### config.mk
export PLATFORM = sky130hd
export DESIGN_NAME = register_file
export DESIGN_NICKNAME = d
export VERILOG_FILES = /design/src/rtl/register_file.sv
export SDC_FILE = /design/constraint.sdc
export NUM_CORES = 2
export LEC_CHECK = 0
export CAP_MARGIN = 20
export CORE_UTILIZATION = 30
export CTS_BUF_LIST = sky130_fd_sc_hd__clkbuf_8
export CTS_CLUSTER_SIZE = 30
export DETAILED_ROUTE_END_ITERATION = 8
export SYNTH_ARGS = -nofsm -noshare
export SYNTH_HDL_FRONTEND = slang
export SYNTH_SLANG_ARGS = --single-unit
export TNS_END_PERCENT = 100
### constraint.sdc
create_clock -name clk_in -period 45.5 [get_ports clk_in]
set_input_delay 6.825 -clock clk_in [delete_from_list [all_inputs] [get_ports clk_in]]
set_output_delay 6.825 -clock clk_in [all_outputs]
set_load 0.02 [all_outputs]
### src/rtl/register_file.sv
// register_file: committed integer registers with per-register rename busy/tag state
module register_file #(
  parameter int REG_NUM = 32,
  parameter int ENTRY_W = 5
) (
  input  logic               clk_in,
  input  logic               rst_in,
  input  logic               rdy_in,
  input  logic               roll_back,
  input  logic               issue_valid,
  input  logic [4:0]         issue_rd,
  input  logic [ENTRY_W-1:0] issue_entry,
  input  logic               rob_commit,
  input  logic               commit_we,
  input  logic [4:0]         rob_des_commit,
  input  logic [ENTRY_W-1:0] rob_entry_commit,
  input  logic [31:0]        rob_result_in,
  input  logic [4:0]         rs1_addr,
  input  logic [4:0]         rs2_addr,
  output logic [31:0]        rs1_value,
  output logic [31:0]        rs2_value,
  output logic               rs1_busy,
  output logic               rs2_busy,
  output logic [ENTRY_W-1:0] rs1_tag,
  output logic [ENTRY_W-1:0] rs2_tag
);
  logic [31:0]        value [REG_NUM];
  logic [ENTRY_W-1:0] tag   [REG_NUM];
  logic [REG_NUM-1:0] busy;
  logic               commit_wr;
  logic               commit_match;
  logic               byp1;
  logic               byp2;
  assign commit_wr    = rob_commit && commit_we && rob_des_commit != 5'd0;
  assign commit_match = busy[rob_des_commit] && tag[rob_des_commit] == rob_entry_commit;
  // x0 is never written, so its reset-time zero state persists
  always_ff @(posedge clk_in or posedge rst_in) begin
    if (rst_in) begin
      for (int i = 0; i < REG_NUM; i++) begin
        value[i] <= '0;
        tag[i]   <= '0;
      end
      busy <= '0;
    end else if (rdy_in) begin
      if (commit_wr) value[rob_des_commit] <= rob_result_in;
      if (roll_back) busy <= '0;
      else begin
        if (commit_wr && commit_match) busy[rob_des_commit] <= 1'b0;
        if (issue_valid && issue_rd != 5'd0) begin
          busy[issue_rd] <= 1'b1;
          tag[issue_rd]  <= issue_entry;
        end
      end
    end
  end
  // bypass only when the commit retires the producer the reader would wait on
  always_comb begin
    byp1      = rob_commit && commit_we && rob_des_commit == rs1_addr && busy[rs1_addr] && tag[rs1_addr] == rob_entry_commit;
    byp2      = rob_commit && commit_we && rob_des_commit == rs2_addr && busy[rs2_addr] && tag[rs2_addr] == rob_entry_commit;
    rs1_value = rs1_addr == 5'd0 ? 32'd0 : byp1 ? rob_result_in : value[rs1_addr];
    rs2_value = rs2_addr == 5'd0 ? 32'd0 : byp2 ? rob_result_in : value[rs2_addr];
    rs1_busy  = rs1_addr != 5'd0 && !byp1 && busy[rs1_addr];
    rs2_busy  = rs2_addr != 5'd0 && !byp2 && busy[rs2_addr];
    rs1_tag   = rs1_addr == 5'd0 ? '0 : tag[rs1_addr];
    rs2_tag   = rs2_addr == 5'd0 ? '0 : tag[rs2_addr];
  end
endmodule

---- Word level (Yosys, flattened, before mapping) ----
Cells that the tools add are included.
operators by class
  add/subtract/negate cells ............... 0
  multipliers ............................. 0
  divide/modulo/power cells ............... 0
  magnitude comparators ................... 12
  equal/unequal tests ..................... 5
  shift-type cells ........................ 0
  muxes and demuxes ....................... 42
  bitwise gates (word level) .............. 8
  reductions and logical operators ........ 29
operators with widths
  kind                                                        number
  bitwise mux 1024 bit                                        1
  two-way mux 32 bit                                          14
  binary-select mux 32 bit (select 5 bit)                     2
  bitwise mux 160 bit                                         1
  demux 32 bit (select 5 bit)                                 1
  binary-select mux 5 bit (select 5 bit)                      3
  two-way mux 5 bit                                           9
  AND 32 bit                                                  1
  NOT 32 bit                                                  1
  bitwise OR 32 bit                                           1
  demux 5 bit (select 5 bit)                                  1
  equality test 5 bit                                         5
  >= comparator 6 bit, second input constant                  4
  less-than comparator 5 x 6 -> 1 bit, second input constant  4
  NOT 5 -> 6 bit                                              4
  nonzero test 5 bit                                          4
  logical AND 1 bit                                           19
  binary-select mux 1 bit (select 5 bit)                      3
  less-than comparator 6 x 1 -> 1 bit, second input constant  2
  demux 1 bit (select 5 bit)                                  2
  >= comparator 5 x 1 -> 1 bit, second input constant         2
  logical NOT 5 bit                                           2
  two-way mux 1 bit                                           5
  AND reduction 3 bit                                         1
  other kinds (3)                                             4
storage, ports and cells
  register bits ........................... 1,216
  bits in latches ......................... 0
  memory bits (writable) .................. 0
  memory bits (read-only) ................. 0
  output and inout bits ................... 76
  logic and storage cells ................. 161
  memories ................................ 0

---- Longest topological paths before layout ----
  depth after elaboration ................. 13
  depth in mapped cells ................... 13

---- Worst setup path before layout ----
OpenSTA, ideal clock, no wires.
  path type ............................... input -> output
  start ................................... input port rs1_addr[0]
  end ..................................... output port rs1_value[10]
  arrival time ............................ 9.739 ns
  data required time ...................... 38.675 ns
  setup slack ............................. 28.936 ns
  stages on the path ...................... 10
  path buffers ............................ 5
  cell sequence ........................... buf_2 > buf_4 > buf_4 > buf_4 > buf_1 > mux4_2 > mux4_2 > mux2_2 > nand2_1 > mux2i_1
on the way
  longest elaborated chain between the ends .. 8
  elaborated cells between the ends (all ways) .. 17
  classes of those cells .................. 2 x eq/ne; 10 x mux; 1 x bitwise; 4 x reduce/logical
RTL lines
  item                                                  line    RTL
  from (decl)                                           18      input logic [4:0] rs1_addr,
  NOT 5 -> 6 bit (not written as such)                  58, 60
  binary-select mux 5 bit (select 5 bit)                58      byp1 = rob_commit && commit_we && rob_des_commit == rs1_addr && busy[rs1_addr] && tag[rs1_addr] == rob_entry_c ...
  two-way mux 5 bit (not written as such) (2 in a row)  58
  equality test 5 bit                                   58
  logical AND 1 bit                                     58
  two-way mux 32 bit                                    60      rs1_value = rs1_addr == 5'd0 ? 32'd0 : byp1 ? rob_result_in : value[rs1_addr];
  two-way mux 32 bit (*)                                60
  to (decl)                                             20      output logic [31:0] rs1_value,
Every way passes the cells marked *; elsewhere a longest branch is shown, timed or not. The select of a mux whose other input is x is not followed.

---- Final worst setup path ----
  start ................................... input port rs2_addr[1]
  end ..................................... output port rs2_value[31]
on the way
  longest elaborated chain between the ends .. 8
  elaborated cells between the ends (all ways) .. 17
  classes of those cells .................. 2 x eq/ne; 10 x mux; 1 x bitwise; 4 x reduce/logical
RTL lines
  item                                                  line    RTL
  from (decl)                                           19      input logic [4:0] rs2_addr,
  NOT 5 -> 6 bit (not written as such)                  59, 61
  binary-select mux 5 bit (select 5 bit)                59      byp2 = rob_commit && commit_we && rob_des_commit == rs2_addr && busy[rs2_addr] && tag[rs2_addr] == rob_entry_c ...
  two-way mux 5 bit (not written as such) (2 in a row)  59
  equality test 5 bit                                   59
  logical AND 1 bit                                     59
  two-way mux 32 bit                                    61      rs2_value = rs2_addr == 5'd0 ? 32'd0 : byp2 ? rob_result_in : value[rs2_addr];
  two-way mux 32 bit (*)                                61
  to (decl)                                             21      output logic [31:0] rs2_value,
Marks and branches as above.

==> results.yml <==
cells_and_area:
  area_growth_syn_to_layout_pct: 13.4
  num-fill-cells: 21400
  final_area_um2: 76600
  mostFrequentLayoutCell: "dfrtp_1"
  utilization: 0.343
  layout_common_cells: "dfrtp_1, mux2_2, mux4_2"
  nets: 4338
  drive_gt1_frac: 0.561
power_and_ir_drop:
  powerDensity_nw_per_um2: 35.0
  p_leak_nw: 33.1
  ir_drop_v: 0.0000294
flow_run:
  max_cap_viol_count: 0
clock_network:
  clk_pin_slew_ns: 0.06
  clkSinkCount: 1216
  tritoncts: "built"
  h-tree-depth: 4
  cts_setup_buffers: 0
  ctsResizeCount: 0
  cts_made_buffers: 196
  clk-insertion-delay-late_ns: 0.97
  cts_root_buffer: "clkbuf_8"
  max-clock-path-buffers: 3
  postCtsHoldBufs: 0
worst_setup_path:
  worstPathArrival_ns: 11.98
  startpoint_type: "input pin"
  path_cells: "buf_8 > buf_4 > mux4_2 > nor2b_1 > a211o_1 > nand4_1 > xnor2_1 > nor4_4 > buf_4 > mux2i_1 > clkdlybuf4s50_1"
  cp_max_fo: 94
  cp_slowest_cell: "buf_4"
  crit_buf_inv: 4
  path_class: "input pin to output pin"
  cpMostUsedCell: "buf_4"
  critPathTopFamily: "buffers and inverters"
  end_kind: "output pin"
  cpPeakStageDelay_ns: 0.90
  required_ns: 38.67
sta:
  setup_viol_count_final: 0
  min_period_ns: 18.80
  setup-tns-final_ns: 0
  rsz0062_at_grt: "false"
  slew_headroom: 0.142
  period_share: 0.413
  worst_slack_ns: 26.70
  worstMarginPinSlew_ns: 1.29
  finClkSkew_ns: 0.0739
  fmax_mhz: 53.2
  timing.hold.ws_ns: 0.392
  timing_hold_violations_final: 0
  drv_slew: 0
place:
  hpwl_um: 118000
  routabilityCongestion: 0.832
  place_ws_ns: 26.65
  io_buffers: 144
  placed_cell_area_um2: 71800
grt:
  grt_pass1_vias: 44000
  grt_pass1_wl_um: 320000
  grt_max_degree: 187
  grt_overflow_total: 0
  track_usage: 0.191
  antenna_found_initial: 7
route:
  drc: 0
  drt-initial-drc-count: 4513
  vias_per_cell: 5.68
  totalWireLength_um: 217000
  wl_per_cell_um: 29.4
  postRouteAntennaNets: 0
  dr.pass1.iters: 5
  vias: 42100
floorplanning:
  die-area_um2: 227000
  die_h_um: 476
  rows: 173
  num_io_pins: 145
  die_w_um: 476
  core_um2: 223000
  start_util: 0.303
hold_path:
  hold_path.class: "flip-flop to flip-flop"
synthesis:
  avgSynthCellArea_um2: 15.7
  synthCells: 4295
  ys_ff_latch: 1216
  ys_seq_area_frac: 0.451
  syn_area_um2: 67500
  ys.warnings.count: 0
  synth.distinct_cells: 50
  synth_nets: 4364
outcome:
  status: "completed"
-- sequential cells by signal, indices dropped and copies added (netlist names) --
signal and count:
busy 32, tag 160, value 1024
-- worst paths after layout --
check,from,slack (ns),cells after the start,end
min in group asynchronous,rst_in,6.46,2,tag[147]$_DFFE_PP0P_
worst max register to register,busy[15]$_DFFE_PP0P_,42.23,7,busy[19]$_DFFE_PP0P_
worst min-delay path,value[1011]$_DFFE_PP0P_,0.39,0,value[1011]$_DFFE_PP0P_
worst min register to register,value[1011]$_DFFE_PP0P_,0.39,0,value[1011]$_DFFE_PP0P_
worst max-delay path,rs2_addr[1],26.70,11,rs2_value[31]
max in group asynchronous,rst_in,35.20,6,value[402]$_DFFE_PP0P_
-- Yosys cell counts (all sizes together) --
library cell     n  share of area
xor2            11         0.0014
a221o            1        0.00015
o311ai          18         0.0023
mux2i           76          0.011
nor4b            1        0.00013
nor2b            6        0.00056
clkinv           1       0.000056
clkbuf         348          0.019
mux4           796           0.27
a21oi           11        0.00082
a21boi           3        0.00033
mux2          1213           0.20
dfrtp         1216           0.45
a21o             2        0.00022
nand2          200          0.011
and2             9        0.00083
a211oi           1        0.00011
nor2            61         0.0034
a22oi           28         0.0031
nand3b          16         0.0018
inv              8        0.00044
nor4             8         0.0011
nor3             6        0.00044
or3b             9         0.0012
nand2b           3        0.00028
a211o            5        0.00065
xnor2           14         0.0018
and3b            5        0.00065
and3             3        0.00028
a2111o           1        0.00017
or3              3        0.00028
or2              3        0.00028
buf            141          0.010
nor3b            5        0.00056
nand4           16         0.0015
a31o             7        0.00091
and4             1        0.00013
nand3            7        0.00052
or4              3        0.00033
o22ai           17         0.0016
a41oi            3        0.00039
o21ai            9        0.00067
-- metal layers --
layer  vias up  part of all wire  track usage
li1      16800                 -            -
met1     23200              0.43        0.268
met2      1760              0.46        0.292
met3       376             0.076       0.0429
met4         4             0.032       0.0605
met5         -          0.000097            0
-- per-stage QoR --
step	power (mW)	cells
after global placement	1.66	7022
after detailed placement	1.67	7026
after floorplan	1.54	4295
after global routing	2.79	7408
final	2.68	7408
after CTS	2.70	7382
-- layout make-up --
type | instances | area [um^2] | area share
Multi-Input combinational cell | 2581 | 35300 | 0.461
Sequential cell | 1216 | 30400 | 0.397
Tap cell | 2975 | 3720 | 0.0486
Clock buffer | 259 | 3560 | 0.0466
Timing Repair Buffer | 265 | 2850 | 0.0372
Clock inverter | 97 | 639 | 0.00835
Inverter | 9 | 41.3 | 0.000539
Antenna cell | 6 | 15.0 | 0.000196
-- kinds of logic after synthesis --
family | share of synthesized area
DFF | 0.451
buffers and inverters | 0.0301
and+or+nand+nor | 0.0253
xor gates and xnor gates | 0.00324
AOI/OAI and AO/OA | 0.0114
muxes | 0.479
-- worst reg2reg max path, stage by stage (launching register included) --
cell and delay [ns]:
dfrtp_1 0.43, mux4_2 0.29, o22ai_1 0.11, a2111o_1 0.41, a221o_1 0.35, or4_1 0.93
o311ai_0 0.51, nand2_1 0.11
-- power by group --
part / total [mW] / internal, mW / switching (mW)
clock: 1.02 / 0.540 / 0.480
combinational: 0.420 / 0.229 / 0.191
sequential: 1.24 / 1.17 / 0.0689
(Power assumes the default switching activity.)
